### config.mk
export PLATFORM = sky130hd
export DESIGN_NAME = contador_param
export DESIGN_NICKNAME = d
export VERILOG_FILES = /design/src/rtl/contador_param.sv
export SDC_FILE = /design/constraint.sdc
export NUM_CORES = 1
export LEC_CHECK = 0
export ABC_CLOCK_PERIOD_IN_PS = 2300
export CAP_MARGIN = 10
export CORE_ASPECT_RATIO = 1.1
export CORE_MARGIN = 3
export CORE_UTILIZATION = 48
export DETAILED_ROUTE_END_ITERATION = 12
export MAX_ROUTING_LAYER = met4
export PLACE_DENSITY = 0.84
export SETUP_SLACK_MARGIN = 0.2
export SLEW_MARGIN = 5
export SYNTH_ARGS = -nofsm -noshare
export SYNTH_HDL_FRONTEND = slang
export SYNTH_SLANG_ARGS = --single-unit
### constraint.sdc
create_clock -name CLK -period 2.3 [get_ports CLK]
set_clock_uncertainty 0.2 [all_clocks]
set_input_delay 0.23 -clock CLK [delete_from_list [all_inputs] [get_ports CLK]]
set_output_delay 0.23 -clock CLK [all_outputs]
set_load 0.01 [all_outputs]
### src/rtl/contador_param.sv
// WIDTH-bit up / down / down-by-STEP counter with parallel load, registered
// wrap flag (carry or borrow), load pulse and saturating wrap-event counter.
module contador_param #(
    parameter int WIDTH  = 4,
    parameter int STEP   = 3,
    parameter int WRAP_W = 8
) (
    input  logic              CLK,
    input  logic              RESET,
    input  logic              ENB,
    input  logic [1:0]        MODO,
    input  logic [WIDTH-1:0]  D,
    output logic [WIDTH-1:0]  Q,
    output logic              RCO,
    output logic [WRAP_W-1:0] WRAPS,
    output logic              LOADED
);

    localparam logic [1:0] MODO_UP   = 2'b00;
    localparam logic [1:0] MODO_DOWN = 2'b01;
    localparam logic [1:0] MODO_STEP = 2'b10;
    localparam logic [1:0] MODO_LOAD = 2'b11;

    localparam logic [WIDTH:0] ONE_X  = (WIDTH+1)'(1);
    localparam logic [WIDTH:0] STEP_X = (WIDTH+1)'(STEP);

    logic [WIDTH-1:0]  q_q, q_d;
    logic              rco_q, rco_d;
    logic              loaded_q, loaded_d;
    logic [WRAP_W-1:0] wraps_q, wraps_d;

    logic [WIDTH:0] inc_x, dec_x, sub_x;

    // The extra MSB of each result is the carry (up) or borrow (down) out.
    assign inc_x = {1'b0, q_q} + ONE_X;
    assign dec_x = {1'b0, q_q} - ONE_X;
    assign sub_x = {1'b0, q_q} - STEP_X;

    always_comb begin
        q_d      = q_q;
        rco_d    = 1'b0;
        loaded_d = 1'b0;
        wraps_d  = wraps_q;
        if (ENB) begin
            case (MODO)
                MODO_UP: begin
                    q_d   = inc_x[WIDTH-1:0];
                    rco_d = inc_x[WIDTH];
                end
                MODO_DOWN: begin
                    q_d   = dec_x[WIDTH-1:0];
                    rco_d = dec_x[WIDTH];
                end
                MODO_STEP: begin
                    q_d   = sub_x[WIDTH-1:0];
                    rco_d = sub_x[WIDTH];
                end
                MODO_LOAD: begin
                    q_d      = D;
                    loaded_d = 1'b1;
                end
                default: begin
                    q_d = q_q;
                end
            endcase
        end
        // Saturate rather than roll over so a monitor never sees a small count
        // after a long run.
        if (rco_d && (wraps_q != {WRAP_W{1'b1}})) begin
            wraps_d = wraps_q + 1'b1;
        end
    end

    always_ff @(posedge CLK) begin
        if (RESET) begin
            q_q      <= '0;
            rco_q    <= 1'b0;
            loaded_q <= 1'b0;
            wraps_q  <= '0;
        end else begin
            q_q      <= q_d;
            rco_q    <= rco_d;
            loaded_q <= loaded_d;
            wraps_q  <= wraps_d;
        end
    end

    assign Q      = q_q;
    assign RCO    = rco_q;
    assign LOADED = loaded_q;
    assign WRAPS  = wraps_q;

endmodule

==> flow_metrics.tcl <==
set metrics [dict create \
    areaGrowthSynthToFinish_pct 42.7 \
    crit_chain "ha_4 > nor4b_4 > a311oi_2 > buf_4 > or4_1 > a21oi_1" \
    ys_top_cells_by_count "dfxtp_1 (14), nor2_1 (12), a21oi_1 (8)" \
    antenna_found_initial 0 \
    status "complete, no violations" \
    nFillCells 131 \
    drc 0 \
    cts_htree_levels 1 \
    ys.flop_type "dfxtp_1" \
    critPathLaunchType "flop" \
    cp.arrival_ps 2070 \
    clkPwrFrac 0.294 \
    synth_area_um2 928 \
    ys_warn_count 0 \
    core-area_mm2 0.00180 \
    cp-end-kind "flop" \
    slowest_stage "or4_1" \
    ir_drop_mv 0.354 \
    die_h_um 52.1 \
    cts_buffers 3 \
    grt_overflow_total 0 \
    detail-route-antenna-nets 0 \
    synth_nets 130 \
    drtPass1Iterations 4 \
    drt-total-wl_um 2390 \
    grt_max_degree 17 \
    required_ps 2320 \
    ys_top_cells_by_area "dfxtp_1 (30%), mux2_2 (4.9%), nor2_1 (4.9%)" \
    tightest_slew_ps 470 \
    period_share 0.894 \
    synth_top_cell_area_share 0.302 \
    finalHoldViolations 0 \
    cp_top_family "simple AND/OR/NAND/NOR gates" \
    vias_per_cell 5.98 \
    leakage_nw 0.491 \
    grt_usage 0.222 \
    nets 157 \
    fmax_mhz 486 \
    synth_most_common_cell "dfxtp_1" \
    start_util 0.515 \
    synth_top_family_by_area "simple AND/OR/NAND/NOR gates" \
    internal_power_mw 0.439 \
    grt_pass1_vias 840 \
    path_class "reg2reg" \
    synthesis.instances 118 \
    cts-root-buf "clkbuf_4" \
    powerDensity_mw_per_mm2 481 \
    ios 23 \
    cts_setup_buffers 0 \
    path_max_fanout 8 \
    clock_latency_ps 290 \
    io_buffers 22 \
    grt_first_pass_wirelength_um 3850 \
    seq_area_frac_synth 0.302 \
    tns_ps 0 \
    worst_path_largest_cell_delay_ps 510 \
    die_area_mm2 0.00250 \
    finalMaxSlewViolations 0 \
    power.switching_mw 0.199 \
    synth_top_area_cell "dfxtp_1" \
    p_seq_frac 0.423 \
    synth_cell_type_count 37 \
    place.gp.congestion 0.933 \
    place_hpwl_um 1610 \
    synthAdderAreaFrac 0.0404 \
    fp.dieW_um 47.9 \
    antenna-diode-count 0 \
    tritoncts "built" \
    grt_setup_unrepaired "true" \
    drt_iter0_drc 22 \
    hp-class "reg2reg" \
    ys_ff_latch 14 \
    clockBufferDepth 2 \
    synth_edf_count 0 \
    period_minus_slack_ps 2060 \
    synth_compound_area_frac 0.201 \
    drive_gt1_frac 0.208 \
    relSlewSlack 0.685 \
    path_buf_inv 1 \
    dpl_cell_area_mm2 0.00119 \
    synth_simple_gate_area_frac 0.314 \
    avgSynthCellArea_um2 7.87 \
    p_comb_frac 0.283 \
    cap_violations 0 \
    stdcell_area_mm2 0.00133 \
    synth_xor_area_frac 0.00943 \
    clock_sinks 14 \
    muxShareOfSynthArea 0.0593 \
    finalSetupViolCount 0 \
    via_count 968 \
    wire_per_inst_um 14.8 \
    num_rows 16 \
    clk_pin_slew_ps 100 \
    swShare 0.312 \
    async_flop_share 0 \
]
-- flip-flops by register name, summed over array words and instances (netlist names) --
name,cells
RCO,1
Q,4
WRAPS,8
LOADED,1
-- kinds of logic after synthesis --
family	after synthesis
multiplexers	5
AO/OA/AOI/OAI	29
AND/OR/NAND/NOR	52
adder cells (fa/ha/maj)	3
buffers and inverters	14
flip-flops	14
XOR/XNOR	1
-- timing repair --
action | CTS | global route
gates resized for setup | 6 | 12
setup endpoints to repair | 4 | 7
pin swaps | 0 | 6
cloned | 0 | 1
hold buffers | 0 | 0
-- stage by stage --
stage / power, mW / setup WS [ps] / hold WS [ps] / utilization / instances
3_5_place_dp: 0.428 / 4.48 / 289 / 0.660 / 157
5_1_grt: 0.666 / 161 / 328 / 0.735 / 162
2_1_floorplan: 0.368 / 234 / 222 / - / 118
4_1_cts: 0.621 / 198 / 302 / 0.703 / 161
6_report: 0.637 / 244 / 298 / 0.735 / 162
3_3_place_gp: 0.423 / 44.3 / 278 / 0.660 / 157
-- cell usage in the layout, fill, tap and decap left out, types with 2 or more instances in the layout --
master,netlist,layout
mux2_2,4,4
nand2_1,7,7
or4_1,3,3
o31ai_1,2,2
nor4_4,0,2
dfxtp_1,14,12
nand4b_1,2,2
inv_1,5,5
clkbuf_4,0,3
a211oi_1,2,2
clkdlybuf4s50_1,0,21
nor2b_1,6,6
a22o_1,2,2
buf_4,1,8
nor3_1,4,3
o21ai_0,6,6
nand4_1,2,2
and3_1,2,2
a21oi_1,8,7
nand2b_1,3,3
o211ai_1,4,4
nor2_1,12,12
nand3_1,5,5
-- layer usage --
| metal | vias up | share of wire | GRT usage |
|---|---|---|---|
| met4 | 0 | 0.028 | 0.117 |
| met2 | 31 | 0.50 | 0.339 |
| met3 | 6 | 0.041 | 0.0346 |
| li1 | 484 | - | - |
| met5 | - | 0 | - |
| met1 | 447 | 0.43 | 0.273 |
-- final cells by class --
cell class                 count  area, um2  share of cell area
multi-input combinational     90        674               0.509
timing repair buffer          31        288               0.217
sequential                    14        285               0.215
clock buffer                   4       36.3              0.0274
tap                           18       22.5              0.0170
inverter                       5       18.8              0.0142
-- path summary, 6_finish.rpt --
kind / from / end / slack, ps / cells after the start
max: Q[1] / WRAPS[3] / 240 / 6
min: WRAPS[1] / WRAPS[1] / 300 / 2
max reg2reg: Q[1] / WRAPS[3] / 240 / 6
min reg2reg: WRAPS[1] / WRAPS[1] / 300 / 2
-- power by group through the flow --
stage / sequential, mW / combinational [mW] / clock (mW)
after floorplan: 0.277 / 0.0904 / 0
after global placement: 0.272 / 0.151 / 0
after detailed placement: 0.273 / 0.155 / 0
after CTS: 0.267 / 0.165 / 0.189
after global routing: 0.273 / 0.196 / 0.198
final: 0.270 / 0.181 / 0.187
-- worst reg2reg max path: stages (launching register included) --
cell and delay, ps:
dfxtp_4 390, ha_4 190, nor4b_4 290, a311oi_2 70
buf_4 190, or4_1 510, a21oi_1 150
Power figures use the tool's default switching activity.
==> patch: new RTL, same flow settings <==
Put one more register stage on the output `WRAPS`, cleared by the reset. The value now appears one clock later. The other outputs are not delayed to match.
--- a/src/rtl/contador_param.sv
+++ b/src/rtl/contador_param.sv
@@ -88,7 +88,13 @@
     assign Q      = q_q;
     assign RCO    = rco_q;
     assign LOADED = loaded_q;
-    assign WRAPS  = wraps_q;
+    always_ff @(posedge CLK) begin
+        if (RESET) begin
+            WRAPS <= '0;
+        end else begin
+            WRAPS <= wraps_q;
+        end
+    end
 
 endmodule
 
Behaviour: not the same (a bounded check fails within 4 cycles, from zero or initial values and one cycle with RESET high).
==> patch against the original RTL <==
- wire length fell by 11%
- power rose by 19%
- setup slack lost 41 ps
- final cell count rose by 9.9%
- global-route usage shrank 5.0 points
- sequential power grew 50%
- area after synthesis grew 12%
- final area increased by 13%
- sequential cell count rose by 8
- largest cell class unchanged
==> patch: results (changes against the original RTL) <==
| Metric | Value |
|---|---|
| Status | completed (unchanged) |
| Worst-margin pin slew | 662 ps (was 470 ps) |
| Fin cells | 178 (was 162) |
| Aggregate global-route resource usage | 0.172 (was 0.222) |
| Max rail drop VDD | 0.472 mV (was 0.354 mV) |
| First-pass GRT wire length | 3.45 mm (was 3.85 mm) |
| Syn Nets | 128 (was 130) |
| Placer Congestion | 0.867 (was 0.933) |
| Post-synthesis xor/xnor area fraction | 0.00841 (was 0.00943) |
| Area contributors post-synth | dfxtp_1, nor2b_1, mux2_2 (was dfxtp_1, mux2_2, nor2_1) |
| Final nets | 163 (was 157) |
| Worst path slowest cell | dfxtp_4 (was or4_1) |
| Met1 GRT Util | 0.159 (was 0.273) |
| Avg Synthesized Cell Area | 8.97 um^2 (was 7.87 um^2) |
| Min-delay src | wraps_q[7]$_SDFFE_PP0P_ (was WRAPS[1]$_SDFFE_PP0P_) |
| Met3 GRT Util | 0.0327 (was 0.0346) |
| Pleak | 0.555 nW (was 0.491 nW) |
| CP top delay family | simple AND/OR/NAND/NOR gates (unchanged) |
| Placed Instances | 173 (was 157) |
| Distinct cells, synth | 34 (was 37) |
| Critical path arrival | 2110 ps (was 2070 ps) |
| Starting DRT DRC Count | 8 (was 22) |
| Via count | 924 (was 968) |
| M2 GR Usage | 0.350 (was 0.339) |
| CP max FO | 6 (was 8) |
| DR pass1 iterations | 4 (unchanged) |
| Compound-Gate Fraction of Synth Area | 0.129 (was 0.201) |
| Layout cells sized above 1 | 0.273 (was 0.208) |
| Top cells by count, synth | dfxtp_1, nand2_1, nor2_1, nor2b_1 (was dfxtp_1, nor2_1, a21oi_1, nand2_1) |
| Final HPWL DP | 1.59 mm (was 1.61 mm) |
| Wire per inst | 12.0 um (was 14.8 um) |
| Post-synthesis mux area share | 0.0649 (was 0.0593) |
| Filler cell count | 167 (was 131) |
patch: changes by cell type in the layout (fill, tap and decap cells not counted), moves of 3 or more:
cell	before	now
dfxtp_1	12	20
o21ai_0	6	3
or4_1	3	0
nor2b_1	6	10
buf_4	8	14
a21oi_1	7	3
nand2_1	7	10
patch: where the power goes:
part           switching (mW)  internal, mW  leakage, nW
sequential             0.0122         0.392        0.179
clock                   0.113        0.0967       0.0210
combinational          0.0666        0.0815        0.355
total                   0.191         0.570        0.555
patch: worst register-to-register path, stage by stage, from the launching register on:
cell and delay [ps]:
dfxtp_4 380, ha_4 160, or3b_4 380, o21ai_4 80, a31oi_4 140, nor4b_2 300
mux2_2 360
patch: worst paths after layout:
kind / endpoint / slack [ps] / depth (start not counted)
worst max register to register: wraps_q[3]$_SDFFE_PP0P_ / 200 / 6
worst max-delay path: wraps_q[3]$_SDFFE_PP0P_ / 200 / 6
worst min-delay path: WRAPS[7]$_SDFF_PP0_ / 310 / 2
worst min register to register: WRAPS[7]$_SDFF_PP0_ / 310 / 2
patch: cells by family after synthesis:
group,Yosys count
AND/OR/NAND/NOR,53
flip-flops,22
AO/OA/AOI/OAI,20
buffers and inverters,11
multiplexers,6
adder cells (fa/ha/maj),3
XOR/XNOR,1
patch: cell type report:
cell class | count | share of cell area
clock buffer | 4 | 0.0243
inverter | 5 | 0.0126
multi-input combinational | 83 | 0.424
sequential | 22 | 0.298
tap | 28 | 0.0235
timing repair buffer | 36 | 0.218
patch: repair_timing:
item | CTS | global route
hold endpoints to repair | 0 | 0
pin swaps | 1 | 6
resized for setup | 5 | 10
setup buffers | 0 | 1
endpoints found under the setup margin | 6 | 6
patch: per-stage QoR:
| step | hold slack, ps | setup TNS, ps | instance area (um^2) | worst slack [ps] | total power [mW] |
|---|---|---|---|---|---|
| 3_5_place_dp | 282 | -207 | 1380 | -97.8 | 0.540 |
| 3_3_place_gp | 267 | -32.1 | 1380 | -32.1 | 0.536 |
| 5_1_grt | 320 | 0 | 1490 | 103 | 0.805 |
| 2_1_floorplan | 111 | 0 | 1060 | 241 | 0.479 |
| 4_1_cts | 300 | 0 | 1450 | 202 | 0.752 |
| 6_report | 305 | 0 | 1490 | 203 | 0.761 |
patch: metal layers:
metal  vias up  wire length (um)
met2        25              1140
met5         -                 0
met4         0                27
met3         2                85
met1       423               879
li1        474                 -
